$ cat src/rtl/lcd_text_scheduler_if.sv
// Byte-level handshake between the text scheduler and the LCD nibble controller.
// The scheduler is the master; the controller answers each strobe with one ack pulse.
interface lcd_text_scheduler_if;
  logic [7:0] lcd_data;
  logic       lcd_rs;
  logic       lcd_strobe;
  logic       lcd_ack;

  modport master (
    output lcd_data,
    output lcd_rs,
    output lcd_strobe,
    input  lcd_ack
  );

  modport slave (
    input  lcd_data,
    input  lcd_rs,
    input  lcd_strobe,
    output lcd_ack
  );
endinterface

$ cat src/rtl/lcd_text_scheduler.sv
// Configures an HD44780 display after controller power-up, then streams a 2x16
// frame buffer to it as set-address commands followed by character writes.
module lcd_text_scheduler #(
  parameter int unsigned CLEAR_WAIT_CYCLES = 82000,
  parameter bit          AUTO_REFRESH      = 1'b1
) (
  input  logic                        clk,
  input  logic                        rst,
  input  logic                        buf_we,
  input  logic [4:0]                  buf_addr,
  input  logic [7:0]                  buf_data,
  input  logic                        refresh_req,
  input  logic                        lcd_init_done,
  lcd_text_scheduler_if.master        lcd,
  output logic                        busy,
  output logic                        refresh_done
);

  localparam logic [19:0] CLEAR_LAST = 20'(CLEAR_WAIT_CYCLES - 1);

  typedef enum logic [3:0] {
    S_WAIT_INIT,
    S_CFG_FUNC,
    S_CFG_ENTRY,
    S_CFG_DISP,
    S_CFG_CLEAR,
    S_WAIT_CLEAR,
    S_IDLE,
    S_SET_ADDR,
    S_WRITE_CHAR,
    S_WAIT_ACK
  } state_t;

  state_t      state;
  state_t      state_nxt;
  state_t      ret_state;

  logic [7:0]  frame [32];
  logic        dirty;
  logic        line;
  logic [3:0]  col;
  logic [19:0] wait_cnt;
  logic [7:0]  data_q;
  logic        rs_q;

  logic        is_send;
  logic [7:0]  send_byte;
  logic        send_rs;
  logic        start;
  logic        char_ack;
  logic        last_ack;

  // Every send state strobes for one cycle and parks in WAIT_ACK; ret_state remembers
  // which send state it came from so the ack can resume the right sequence.
  always_ff @(posedge clk or negedge rst) begin
    if (!rst) begin
      state     <= S_WAIT_INIT;
      ret_state <= S_WAIT_INIT;
    end else begin
      state <= state_nxt;
      if (is_send) begin
        ret_state <= state;
      end
    end
  end

  always_comb begin
    state_nxt = state;
    is_send   = 1'b0;
    send_byte = 8'h00;
    send_rs   = 1'b0;
    start     = 1'b0;
    char_ack  = 1'b0;
    last_ack  = 1'b0;
    case (state)
      S_WAIT_INIT: begin
        if (lcd_init_done) state_nxt = S_CFG_FUNC;
      end
      S_CFG_FUNC: begin
        is_send   = 1'b1;
        send_byte = 8'h28;
        state_nxt = S_WAIT_ACK;
      end
      S_CFG_ENTRY: begin
        is_send   = 1'b1;
        send_byte = 8'h06;
        state_nxt = S_WAIT_ACK;
      end
      S_CFG_DISP: begin
        is_send   = 1'b1;
        send_byte = 8'h0C;
        state_nxt = S_WAIT_ACK;
      end
      S_CFG_CLEAR: begin
        is_send   = 1'b1;
        send_byte = 8'h01;
        state_nxt = S_WAIT_ACK;
      end
      S_WAIT_CLEAR: begin
        if (wait_cnt == CLEAR_LAST) state_nxt = S_IDLE;
      end
      S_IDLE: begin
        if (refresh_req || (AUTO_REFRESH && dirty)) begin
          start     = 1'b1;
          state_nxt = S_SET_ADDR;
        end
      end
      S_SET_ADDR: begin
        is_send   = 1'b1;
        send_byte = line ? 8'hC0 : 8'h80;
        state_nxt = S_WAIT_ACK;
      end
      S_WRITE_CHAR: begin
        is_send   = 1'b1;
        send_byte = frame[{line, col}];
        send_rs   = 1'b1;
        state_nxt = S_WAIT_ACK;
      end
      S_WAIT_ACK: begin
        if (lcd.lcd_ack) begin
          case (ret_state)
            S_CFG_FUNC:  state_nxt = S_CFG_ENTRY;
            S_CFG_ENTRY: state_nxt = S_CFG_DISP;
            S_CFG_DISP:  state_nxt = S_CFG_CLEAR;
            S_CFG_CLEAR: state_nxt = S_WAIT_CLEAR;
            S_SET_ADDR:  state_nxt = S_WRITE_CHAR;
            S_WRITE_CHAR: begin
              char_ack = 1'b1;
              if (col != 4'd15) begin
                state_nxt = S_WRITE_CHAR;
              end else if (!line) begin
                state_nxt = S_SET_ADDR;
              end else begin
                last_ack  = 1'b1;
                state_nxt = S_IDLE;
              end
            end
            default: state_nxt = S_WAIT_INIT;
          endcase
        end
      end
      default: state_nxt = S_WAIT_INIT;
    endcase
  end

  // A buffer write always wins over the refresh start so that a character landing in
  // the same cycle as the start still forces one more pass.
  always_ff @(posedge clk or negedge rst) begin
    if (!rst) begin
      for (int i = 0; i < 32; i++) begin
        frame[i] <= 8'h20;
      end
      dirty        <= 1'b1;
      line         <= 1'b0;
      col          <= 4'd0;
      wait_cnt     <= 20'd0;
      data_q       <= 8'h00;
      rs_q         <= 1'b0;
      refresh_done <= 1'b0;
    end else begin
      refresh_done <= last_ack;
      wait_cnt     <= (state == S_WAIT_CLEAR) ? wait_cnt + 20'd1 : 20'd0;
      if (is_send) begin
        data_q <= send_byte;
        rs_q   <= send_rs;
      end
      if (start) begin
        line <= 1'b0;
        col  <= 4'd0;
      end else if (char_ack) begin
        if (col == 4'd15) begin
          line <= 1'b1;
          col  <= 4'd0;
        end else begin
          col <= col + 4'd1;
        end
      end
      if (buf_we) begin
        frame[buf_addr] <= buf_data;
        dirty           <= 1'b1;
      end else if (start) begin
        dirty <= 1'b0;
      end
    end
  end

  assign lcd.lcd_strobe = is_send;
  assign lcd.lcd_data   = is_send ? send_byte : data_q;
  assign lcd.lcd_rs     = is_send ? send_rs : rs_q;
  assign busy           = (state != S_IDLE);

endmodule
$ cat src/flat_wrapper.sv
// flat-port wrapper written by rule: the top's interface ports become plain ports
module lcd_text_scheduler_flat 
#(
  parameter int unsigned CLEAR_WAIT_CYCLES = 82000,
  parameter bit          AUTO_REFRESH      = 1'b1
)
  (clk, rst, buf_we, buf_addr, buf_data, refresh_req, lcd_init_done, busy, refresh_done, lcd_lcd_data, lcd_lcd_rs, lcd_lcd_strobe, lcd_lcd_ack);
  lcd_text_scheduler_if lcd_i ();
  input  logic clk;
  input  logic rst;
  input  logic buf_we;
  input  logic [4:0] buf_addr;
  input  logic [7:0] buf_data;
  input  logic refresh_req;
  input  logic lcd_init_done;
  output logic busy;
  output logic refresh_done;
  output wire logic [$bits(lcd_i.lcd_data)-1:0] lcd_lcd_data;
  output wire logic [$bits(lcd_i.lcd_rs)-1:0] lcd_lcd_rs;
  output wire logic [$bits(lcd_i.lcd_strobe)-1:0] lcd_lcd_strobe;
  input wire logic [$bits(lcd_i.lcd_ack)-1:0] lcd_lcd_ack;
  assign lcd_lcd_data = lcd_i.lcd_data;
  assign lcd_lcd_rs = lcd_i.lcd_rs;
  assign lcd_lcd_strobe = lcd_i.lcd_strobe;
  assign lcd_i.lcd_ack = lcd_lcd_ack;
  lcd_text_scheduler #(.CLEAR_WAIT_CYCLES(CLEAR_WAIT_CYCLES), .AUTO_REFRESH(AUTO_REFRESH)) u_core (.clk(clk), .rst(rst), .buf_we(buf_we), .buf_addr(buf_addr), .buf_data(buf_data), .refresh_req(refresh_req), .lcd_init_done(lcd_init_done), .lcd(lcd_i), .busy(busy), .refresh_done(refresh_done));
endmodule
$ cat config.mk
export PLATFORM = sky130hd
export DESIGN_NAME = lcd_text_scheduler_flat
export DESIGN_NICKNAME = d
export VERILOG_FILES = /design/src/rtl/lcd_text_scheduler_if.sv /design/src/rtl/lcd_text_scheduler.sv /design/src/flat_wrapper.sv
export SDC_FILE = /design/constraint.sdc
export NUM_CORES = 1
export LEC_CHECK = 0
export ABC_CLOCK_PERIOD_IN_PS = 3300
export CORE_AREA = 2 2 181 183
export CTS_BUF_LIST = sky130_fd_sc_hd__clkbuf_4 sky130_fd_sc_hd__clkbuf_8 sky130_fd_sc_hd__clkbuf_16
export DETAILED_ROUTE_END_ITERATION = 7
export DIE_AREA = 0 0 183 185
export PLACE_DENSITY = 0.57
export SETUP_SLACK_MARGIN = 0.5
export SYNTH_ARGS = -nofsm -noshare
export SYNTH_HDL_FRONTEND = slang
export SYNTH_SLANG_ARGS = --single-unit
$ cat constraint.sdc
create_clock -name clk -period 3.3 [get_ports clk]
set_input_delay 0.66 -clock clk [delete_from_list [all_inputs] [get_ports clk]]
set_output_delay 0.66 -clock clk [all_outputs]
set_load 0.02 [all_outputs]
==> results of run 1 <==
power breakdown:
| part | switching (mW) | total (mW) | internal (mW) |
|---|---|---|---|
| logic | 2.21 | 4.72 | 2.51 |
| clock network | 1.54 | 4.07 | 2.53 |
| registers | 0.412 | 4.86 | 4.45 |
synthesized netlist by cell type, types with 5 or more instances:
cell type	count	area (um2)
clkbuf_1	51	191
mux4_2	48	1080
nor4_1	7	43.8
a211oi_1	5	37.5
nand2b_1	7	43.8
o21ai_0	17	85.1
buf_6	6	67.6
nor3_1	9	45.0
o221ai_1	5	43.8
nand3b_1	7	52.6
nand4_1	7	43.8
nand3_1	15	75.1
nor2_1	50	188
nor3b_1	5	37.5
buf_2	10	50.1
nand2_1	41	154
o22ai_1	8	50.1
nor2_2	9	56.3
mux2_2	258	2910
dfstp_2	33	867
nor2b_1	7	43.8
or3_1	8	50.1
inv_1	8	30.0
xnor2_1	15	131
and2_1	7	43.8
and3_1	10	62.6
mux2i_1	20	200
dfrtp_1	267	6680
mux4_1	11	289
a21oi_1	18	90.1
cell usage in the layout, fill, tap and decap left out, types with 5 or more instances in the layout:
| cell | count |
|---|---|
| buf_6 | 14 |
| nand2_1 | 40 |
| nand3_1 | 15 |
| nor2_2 | 11 |
| nor2_1 | 47 |
| nand3b_1 | 7 |
| dfrtp_1 | 264 |
| and2_1 | 5 |
| o21ai_0 | 17 |
| nand2b_1 | 7 |
| nand4_1 | 7 |
| and3_1 | 10 |
| buf_8 | 5 |
| or3_1 | 5 |
| mux4_2 | 53 |
| buf_4 | 84 |
| mux2_2 | 258 |
| mux2i_2 | 5 |
| inv_1 | 8 |
| buf_12 | 10 |
| dfstp_2 | 33 |
| a21oi_1 | 16 |
| mux4_1 | 6 |
| clkdlybuf4s50_1 | 18 |
| xnor2_1 | 14 |
| clkbuf_16 | 37 |
| nor2b_1 | 6 |
| nor4_1 | 6 |
| nor3_1 | 6 |
| mux2i_1 | 15 |
| clkbuf_4 | 14 |
| clkbuf_8 | 8 |
flip-flops by register name, summed over array words and instances, names as in the netlist:
signal               cells
u_core.col               4
u_core.data_q            8
u_core.dirty             1
u_core.frame           256
u_core.line              1
u_core.refresh_done      1
u_core.ret_state         4
u_core.rs_q              1
u_core.state             4
u_core.wait_cnt         20
worst paths after layout:
kind                                      end  cells past startpoint  slack [ns]          startpoint
max                           lcd_lcd_data[4]                      8       -0.18       u_core.col[0]
min                        u_core.wait_cnt[4]                      1        0.09                 rst
max reg2reg                  u_core.data_q[4]                      7        1.00       u_core.col[0]
min reg2reg                u_core.wait_cnt[0]                      1        0.46  u_core.wait_cnt[0]
max in group asynchronous   u_core.frame[237]                      2        2.30                 rst
min in group clk           u_core.wait_cnt[0]                      1        0.46  u_core.wait_cnt[0]
metal layers:
layer	part of all wire, %	up-vias	GRT usage (%)
met3	4.0	47	3.56
met1	47	4765	32.0
li1	-	4009	-
met4	1.5	0	4.86
met5	0	-	0
met2	47	189	35.3
final cells by class:
type,count,area [um2],share of cell area [%]
Sequential cell,300,7550,44.1
Multi-Input combinational cell,645,6510,38.0
Timing Repair Buffer,134,1290,7.52
Clock buffer,59,1140,6.66
Tap cell,408,510,2.98
Clock inverter,6,96.3,0.562
Inverter,9,33.8,0.197
stage by stage:
| step | power, mW | cells | setup TNS [ns] |
|---|---|---|---|
| floorplan | 7.38 | 1024 | 0 |
| global placement | 8.90 | 1476 | -0.836 |
| detailed placement | 8.95 | 1476 | -0.885 |
| CTS | 13.4 | 1554 | -1.04 |
| global route | 14.3 | 1561 | -1.06 |
| finish | 13.7 | 1561 | -0.721 |
cells by family after synthesis:
logic type	Yosys count	synth area share, %
compound gates	88	4.09
xor+xnor	17	1.05
fa+ha+maj	2	0.176
buf+inv	79	2.66
flops	300	53.2
mux	338	31.6
simple gates	200	7.22
timing repair:
action,4_1_cts,5_1_grt
endpoints found under the setup margin,11,11
cloned,1,0
pin swaps,15,26
buffers inserted,12,7
gates resized for setup,89,46
==> summary.md, run 1 <==
| Metric | Value |
|---|---|
| Synth unique cells | `60` |
| Max Root-Sink Buffers | `3` |
| Critical Path Sink Type | `output pin` |
| Die ar. | `0.0339 mm2` |
| Final Hold Vio Count | `0` |
| Routed Antenna Nets | `0` |
| 1st-pass router iterations | `5` |
| Fin area | `0.0171 mm2` |
| # DRC | `0` |
| Hold Crit Class | `in2async` |
| Ys flop type | `dfrtp_1` |
| Post-CTS Hold Buffers | `0` |
| PD cells | `around 800 mW/mm2` |
| Critical Path, Cell by Cell | `buf_6, buf_16, buf_4, a2111oi_1, nor4_1, o211a_1, a221o_1, buf_6` |
| Clk_lat worst skew | `approximately 0.52 ns` |
| DR vias | `9010` |
| Clock Sinks | `300` |
| Required time of the critical path | `2.64 ns` |
| Placed cell area | `approximately 0.015 mm2` |
| Core Util, Final | `53.5%` |
| DR WL/cell | `23.4 um` |
| Initial antenna violation count | `0` |
| Vias in the first global route | `9283` |
| Minimum clock period | `3.48 ns` |
| Post-Synthesis Cell Area | `0.0142 mm2` |
| Die height | `between 150 and 200 um` |
| Final setup fails | `8` |
| Post-synth EDFFs | `0` |
| First-pass GRT wire length | `around 56000 um` |
| WS Path Type | `reg2out` |
| Slew headroom | `about three fifths` |
| Mapped Avg Cell Area | `between 10 and 15 um2` |
| Crit Path Max Fanout | `7` |
| Measured slew at the worst slew-check pin | `0.614 ns` |
| Fillers | `2734` |
| Total CTS buffers | `36` |
| WL final | `between 30000 and 40000 um` |
| Core ar. | `0.0320 mm2` |
| DRT iter0 DRCs | `560` |
| Clock Tree Root | `clkbuf_16` |
| Post-DP HPWL | `24100 um` |
| Final nets | `about 1.1k` |
| Layout cells sized above 1 | `50.5%` |
| Hold slack | `about 0.094 ns` |
| Final setup margin | `-0.183 ns` |
| Port bufs | `30` |
| Maxcap violations | `0` |
| CP bufs+invs | `4` |
| Critical Path AT | `between 2 and 3 ns` |
| Period utilization | `106%` |
| Syn Inst Count | `1024` |
| Slew Viols, Final | `0` |
| Status | `complete, but fails checks` |
| Failing checks | `setup timing` |
| Worst Setup Start Kind | `flip-flop` |
| Largest net degree at the start of global routing | `84` |
| I/O pin count | `31` |
| Die W | `between 150 and 200 um` |
| Initial Utilization | `44.3%` |
| Yosys Warn Count | `0` |
| Routability cong. | `about 0.83` |
| FFs w/ async S/R, synth | `100%` |
| CTS tree | `yes` |
| Worst-path cell with the longest stage delay | `dfrtp_4` |
| #FFs+latches synth | `300` |
| Post-DR vias/cell | `5.77` |
| CP delay by family, top | `compound AO/OA/AOI/OAI gates` |
| Place WS | `-0.256 ns` |
| Area grow syn2layout | `20.8%` |
| RSZ-0062 raised after global routing | `true` |
| Leak | `~7.4 nW` |
| Htree depth | `2` |
| Max frequency | `287 MHz` |
| Antenna cells | `0` |
| GR Util All Layers | `22.1%` |
| Max IR drop VDD | `382 uV` |
| Gr ovfl total | `0` |
| Seq/Total Area, Yosys | `53.2%` |
| Syn_nets | `~1.0k` |
| Clock transition at the registers of the reported paths | `0.06 ns` |
| Max Clock Skew | `0.0214 ns` |
| Most common cell on crit path | `buf_6` |
| FP Rows | `66` |
| Largest stage delay on the critical path | `0.56 ns` |
(Power assumes the default switching activity.)
==> run 2: changes to the inputs <==
- HOLD_SLACK_MARGIN: not set -> 0.15
==> run 2 against run 1 <==
The run still ends with setup timing left. Design area hardly changed. Core utilization about the same. Clock skew grew 0.0014 ns. Critical path type unchanged. Critical endpoint unchanged.
==> summary.md, run 2 (synthesis gave the netlist of run 1 again) <==
| Metric | Value |
|---|---|
| Status | `complete, but fails checks` |
| Failing checks | `setup timing` |
| Hold Path Sink | `u_core.wait_cnt[0]` |
| Final setup margin | `-0.195 ns (-0.0121 ns)` |
| Max Root-Sink Buffers | `3 (unchanged)` |
| Measured slew at the worst slew-check pin | `0.618 ns (+0.00434 ns)` |
| Final nets | `1148 (+0.087%)` |
| Die height | `185 um (unchanged)` |
| Max IR drop VDD | `383 uV (+0.43%)` |
| Clock Tree Root | `clkbuf_16` |
| DR WL/cell | `23.4 um (+0.14%)` |
| Setup tns final | `-0.752 ns (-0.0308 ns)` |
| 1st-pass router iterations | `5 (unchanged)` |
| Antenna cells | `0 (unchanged)` |
| Max frequency | `286 MHz (-0.35%)` |
| DR vias | `9016 (+0.067%)` |
| PD cells | `796 mW/mm2 (about the same)` |
| Regs by FF count | `u_core.frame x256, u_core.wait_cnt x20, u_core.data_q x8` |
| Worst Setup Start Kind | `flip-flop` |
| RSZ-0062 raised after global routing | `true` |
| Clock transition at the registers of the reported paths | `0.06 ns (about the same)` |
| GR Util All Layers | `22.1% (about the same)` |
| Area grow syn2layout | `20.8% (about the same)` |
| Htree depth | `2 (unchanged)` |
| Period utilization | `106% (+0.37 points)` |
| R2R Path End | `u_core.data_q[4]` |
| Final Hold Vio Count | `0 (unchanged)` |
| Leak | `7.41 nW (about the same)` |
| DRT iter0 DRCs | `550 (-1.8%)` |
| Final setup fails | `8 (unchanged)` |
| Hold Crit Class | `reg2reg` |
| Required time of the critical path | `2.64 ns (about the same)` |
| FP Rows | `66 (unchanged)` |
| Startpoint of the worst register-to-register path | `u_core.col[0]` |
| Crit Path Max Fanout | `7 (unchanged)` |
| Register-to-Register Path Depth | `7 (unchanged)` |
| CTS tree | `yes` |
| Clock Sinks | `300 (unchanged)` |
| Placed cell area | `0.0154 mm2 (unchanged)` |
| Most common cell after layout, fill and taps aside | `dfrtp_1` |
| Post-DR vias/cell | `5.77 (about the same)` |
| Crit path from | `u_core.col[0]` |
| Initial Utilization | `44.3% (unchanged)` |
| # DRC | `0 (unchanged)` |
| Routed Antenna Nets | `0 (unchanged)` |
| WL final | `36600 um (+0.20%)` |
| Minimum clock period | `3.49 ns (+0.0121 ns)` |
| Commonest cells after routing, fill and taps aside | `dfrtp_1 (264), mux2_2 (258), buf_4 (84)` |
| Cell count of the worst hold path | `1` |
| Post-DP HPWL | `24100 um (unchanged)` |
| Gr ovfl total | `0 (unchanged)` |
| Critical Path AT | `2.83 ns (about the same)` |
| Vias in the first global route | `9295 (+0.13%)` |
| Largest net degree at the start of global routing | `84 (unchanged)` |
| Core Util, Final | `53.5% (about the same)` |
| Largest register FFs | `256 (unchanged)` |
| Die ar. | `0.0339 mm2 (unchanged)` |
| Largest register by flop count | `u_core.frame` |
| Die W | `183 um (unchanged)` |
| First-pass GRT wire length | `56500 um (about the same)` |
| WS Path Type | `reg2out` |
| R2R Setup Slk | `0.99 ns (about the same)` |
| Port bufs | `30 (unchanged)` |
| Routability cong. | `0.835 (unchanged)` |
| Clk_lat worst skew | `0.52 ns (about the same)` |
| Critical Path Sink Type | `output pin` |
| Layout cells sized above 1 | `50.4% (about the same)` |
| I/O pin count | `31 (unchanged)` |
| Hold path startpoint | `u_core.wait_cnt[0]` |
| Slew Viols, Final | `0 (unchanged)` |
| Slew headroom | `58.8% (-0.29 points)` |
| Max Clock Skew | `0.0228 ns (+0.00143 ns)` |
| Hold slack | `0.459 ns (+0.365 ns)` |
| Total CTS buffers | `36 (unchanged)` |
| Maxcap violations | `0 (unchanged)` |
| Initial antenna violation count | `0 (unchanged)` |
| Core ar. | `0.0320 mm2 (unchanged)` |
| Fin area | `0.0171 mm2 (about the same)` |
## run 2: changes by cell type in the layout (fill, tap and decap cells not counted), sizes merged
| cell | before | now |
|---|---|---|
| dlygate4sd3 | 0 | 1 |
## run 2: layer usage
layer  vias to the layer above  GRT usage, %  wire [um]  share of wire [%]
li1                       4015             -          -                  -
met5                         -             0          0                  0
met4                         0          4.86        536                1.5
met1                      4775          32.0      17400                 47
met2                       181          35.3      17200                 47
met3                        45          3.56       1430                3.9
## run 2: critical path: stages, from the launching register on
cell and delay, ns:
dfrtp_4 0.56, buf_6 0.17, buf_16 0.14, buf_4 0.14, a2111oi_1 0.46, nor4_1 0.13
o211a_1 0.27, a221o_1 0.32, buf_6 0.15
## run 2: cell type report
type / instances / area (um2)
clock buffer: 59 / 1140
timing repair buffer: 135 / 1300
inverter: 9 / 33.8
multi-input combinational: 645 / 6510
clock inverter: 6 / 96.3
tap: 408 / 510
sequential: 300 / 7550
fill: 2733 / 14900
## run 2: power by group
group | internal (mW) | switching (mW)
sequential | 4.45 | 0.415
combinational | 2.51 | 2.21
clock | 2.53 | 1.54
total | 9.49 | 4.16
## run 2: how the worst max path moves through the flow
stage          cells after the start  slack [ns]              end
6_report                           8       -0.19  lcd_lcd_data[4]
5_1_grt                            7       -0.20  lcd_lcd_data[7]
4_1_cts                            9       -0.20  lcd_lcd_data[7]
3_5_place_dp                       7       -0.26  lcd_lcd_data[7]
3_3_place_gp                       7       -0.26  lcd_lcd_data[7]
2_1_floorplan                      8        0.51  lcd_lcd_data[3]
## run 2: through the flow
stage | power (mW) | std cells | setup WS, ns
2_1_floorplan | 7.38 | 1024 | 0.513
3_3_place_gp | 8.90 | 1476 | -0.263
3_5_place_dp | 8.95 | 1476 | -0.256
4_1_cts | 13.4 | 1555 | -0.201
5_1_grt | 14.3 | 1562 | -0.197
6_report | 13.7 | 1562 | -0.195
## run 2: repair_timing
item / 4_1_cts / 5_1_grt
hold endpoints to repair: 13 / 0
hold buffers: 1 / 0
resized for setup: 89 / 46
pin swaps: 15 / 26
buffers inserted: 12 / 7
cloned: 1 / 0
endpoints found under the setup margin: 11 / 11
==> run 3: changes to the inputs <==
- ABC_AREA: not set -> 1
- CORE_AREA: 2 2 181 183 -> 2 2 180 182
- DIE_AREA: 0 0 183 185 -> 0 0 182 184
- TNS_END_PERCENT: not set -> 30
==> run 3 against run 2 <==
The flow now finishes without violations. Sequential share of layout area increased by 0.051 points. Hold slack improved by 0.00065 ns. Sequential power about the same. Non-clock buffer count decreased by 27. Count of clock-buffer cells in the layout decreased by 4. Setup slack improved by 0.39 ns. Critical endpoint unchanged. Largest power group is now combinational logic. Highest routed layer unchanged.
==> summary.md, run 3 <==
| Metric | Value |
|---|---|
| Fin area | `0.0171 mm2 (-0.13%)` |
| Period utilization | `94.2% (-12 points)` |
| Yosys Warn Count | `0 (unchanged)` |
| Initial Utilization | `44.6% (+0.35 points)` |
| Final setup margin | `0.191 ns (+0.386 ns)` |
| Synth top area cells | `dfrtp_1 (48%), nand2_1 (18%), o21ai_0 (10%), dfstp_2 (6.2%), nand3_1 (4.4%)` |
| Mapped Avg Cell Area | `7.91 um2 (-43%)` |
| Final setup fails | `0 (-8)` |
| Fillers | `2950 (+7.9%)` |
| FP Rows | `65 (-1.5%)` |
| #FFs+latches synth | `300 (unchanged)` |
| Post-Synthesis Cell Area | `0.0140 mm2 (-1.3%)` |
| Clock Tree Root | `clkbuf_16` |
| CTS tree | `yes` |
| Hold Crit Class | `reg2reg` |
| Post-synth top cells | `nand2_1 (671), o21ai_0 (281), dfrtp_1 (267), nand3_1 (122), inv_1 (80)` |
| GRT met2 Usage | `41.8% (+6.5 points)` |
| Layout cells sized above 1 | `15.9% (-34 points)` |
| Measured slew at the worst slew-check pin | `0.621 ns (+0.00238 ns)` |
| Seq/Total Area, Yosys | `53.9% (+0.67 points)` |
| Largest register FFs | `256 (unchanged)` |
| Core ar. | `0.0314 mm2 (-2.0%)` |
| Gr ovfl total | `0 (unchanged)` |
| Met3 Use GR | `3.92% (+0.36 points)` |
| Die W | `182 um (-0.55%)` |
| Htree depth | `2 (unchanged)` |
| Minimum clock period | `3.11 ns (-0.386 ns)` |
| Post-DR vias/cell | `5.49 (-4.9%)` |
| I/O pin count | `31 (unchanged)` |
| Maxcap violations | `0 (unchanged)` |
| Routed Antenna Nets | `0 (unchanged)` |
| Clock Sinks | `300 (unchanged)` |
| Antenna cells | `0 (unchanged)` |
| First-pass GRT wire length | `69500 um (+23%)` |
| Max frequency | `322 MHz (+12%)` |
| Place WS | `0.170 ns (+0.426 ns)` |
| Port bufs | `30 (unchanged)` |
| Largest register by flop count | `u_core.frame` |
| Initial antenna violation count | `0 (unchanged)` |
| Most common cell after layout, fill and taps aside | `nand2_1` |
| Routability cong. | `0.874 (+4.8%)` |
| RSZ-0062 raised after global routing | `true` |
| Commonest cells after routing, fill and taps aside | `nand2_1 (638), o21ai_0 (266), dfrtp_1 (265)` |
| Die height | `184 um (-0.54%)` |
| Final Hold Vio Count | `0 (unchanged)` |
| Max IR drop VDD | `432 uV (+13%)` |
| DR vias | `12.3k (+36%)` |
| 1st-pass router iterations | `5 (unchanged)` |
| Vias in the first global route | `11.8k (+27%)` |
| DRT iter0 DRCs | `1059 (+93%)` |
| Clock transition at the registers of the reported paths | `0.06 ns (about the same)` |
| WS Path Type | `reg2out` |
| Regs by FF count | `u_core.frame x256, u_core.wait_cnt x20, u_core.data_q x8` |
| Max Root-Sink Buffers | `3 (unchanged)` |
| PD cells | `816 mW/mm2 (+2.4%)` |
| Post-synth EDFFs | `0 (unchanged)` |
| Max Clock Skew | `0.0263 ns (+0.00351 ns)` |
| Required time of the critical path | `2.64 ns (about the same)` |
| Crit Path Max Fanout | `6 (-1)` |
| Top-count cell post-synth | `nand2_1` |
| Yosys top cell area share | `47.7% (+0.60 points)` |
| Register area | `0.00755 mm2 (about the same)` |
| Post-synth top area cell | `dfrtp_1` |
| FFs w/ async S/R, synth | `100% (unchanged)` |
| Slew Viols, Final | `0 (unchanged)` |
| Setup tns final | `0 ns (+0.752 ns)` |
| Syn_nets | `1792 (+71%)` |
| Critical Path AT | `2.45 ns (-0.38 ns)` |
| Area grow syn2layout | `22.2%` |
| Synth unique cells | `36 (-40%)` |
| GRT Max-Usage Layer | `met2` |
| DR WL/cell | `19.4 um (-17%)` |
| Post-DP HPWL | `26500 um (+10%)` |
| Final nets | `1832 (+60%)` |
| Placed cell area | `0.0148 mm2 (-3.7%)` |
| Slew headroom | `58.3% (-0.48 points)` |
| GR Util All Layers | `26.7% (+4.6 points)` |
| Critical Path Sink Type | `output pin` |
| Ys flop type | `dfrtp_1` |
| Multi-input logic area | `0.00600 mm2 (-7.8%)` |
| Die ar. | `0.0335 mm2 (-1.1%)` |
| WL final | `43500 um (+19%)` |
| Leak | `7.93 nW (+7.0%)` |
| Hold slack | `0.459 ns (+0.000654 ns)` |
| Syn Inst Count | `1771 (+73%)` |
| Total CTS buffers | `36 (unchanged)` |
| Worst Setup Start Kind | `flip-flop` |
| Clk_lat worst skew | `0.52 ns (about the same)` |
| # DRC | `0 (unchanged)` |
| Global Route met1 Usage | `38.8% (+6.8 points)` |
| Largest net degree at the start of global routing | `72 (-14%)` |
| Status | `complete, no violations` |
run 3: per-stage QoR:
step                total power, mW  util, %  cells
global route                   14.7     54.6   2239
global placement               8.51     47.2   2142
detailed placement             8.55     47.2   2142
CTS                            13.7     53.9   2235
finish                         14.0     54.6   2239
floorplan                      7.08        -   1771
run 3: worst paths after layout:
path                                    start                 end  slack (ns)  cells past startpoint
max                             u_core.col[0]     lcd_lcd_data[4]        0.19                     13
min                        u_core.wait_cnt[0]  u_core.wait_cnt[0]        0.46                      1
max reg2reg                   u_core.state[1]       u_core.col[0]        1.28                      7
min reg2reg                u_core.wait_cnt[0]  u_core.wait_cnt[0]        0.46                      1
max in group asynchronous                 rst        u_core.dirty        1.72                      3
min in group asynchronous                 rst   u_core.frame[136]        0.71                      2
run 3: layout make-up:
cell class	instances	share of cell area [%]
timing repair buffer	108	8.57
multi-input combinational	1277	35.1
sequential	300	44.1
clock buffer	55	6.52
tap	402	2.94
timing repair inverter	1	0.0658
clock inverter	9	0.716
inverter	87	2.02
run 3: report_power, final:
group          total (mW)  switching (mW)  internal, mW  leakage [nW]
combinational        5.00            2.94          2.06          3.49
sequential           4.85           0.431          4.42          3.81
clock                4.11            1.55          2.57         0.624
total                14.0            4.92          9.05          7.93
run 3: metal layers:
metal / up-vias / share of wire, % / wire [um]
met5: - / 0 / 0
met4: 0 / 2.4 / 1050
met3: 71 / 6.8 / 2940
met2: 424 / 45 / 19600
met1: 5945 / 46 / 19800
li1: 5856 / - / -
run 3: critical path, stage by stage, from the launching register on:
cell	delay (ns)
dfrtp_4	0.55
buf_12	0.16
inv_12	0.07
buf_12	0.14
buf_16	0.14
o21ai_0	0.08
o22ai_1	0.12
nand2_1	0.12
nand2_2	0.10
nand2_2	0.06
nand2_1	0.07
nand3_2	0.08
nand2_2	0.09
buf_6	0.12
run 3: logic make-up after synthesis:
family	count (synthesis)	share of synthesized area [%]
XOR/XNOR	4	0.250
AND/OR/NAND/NOR	893	26.4
adder cells (fa/ha/maj)	2	0.179
buffers and inverters	194	5.59
flip-flops	300	53.9
AO/OA/AOI/OAI	378	13.8
run 3: timing repair:
item | in CTS | in global routing
gates cloned | 12 | 2
pin swaps | 35 | 28
hold buffers | 1 | 0
gates resized for setup | 138 | 45
setup buffers | 16 | 2
endpoints found under the hold margin | 32 | 0
endpoints found under the setup margin | 11 | 11
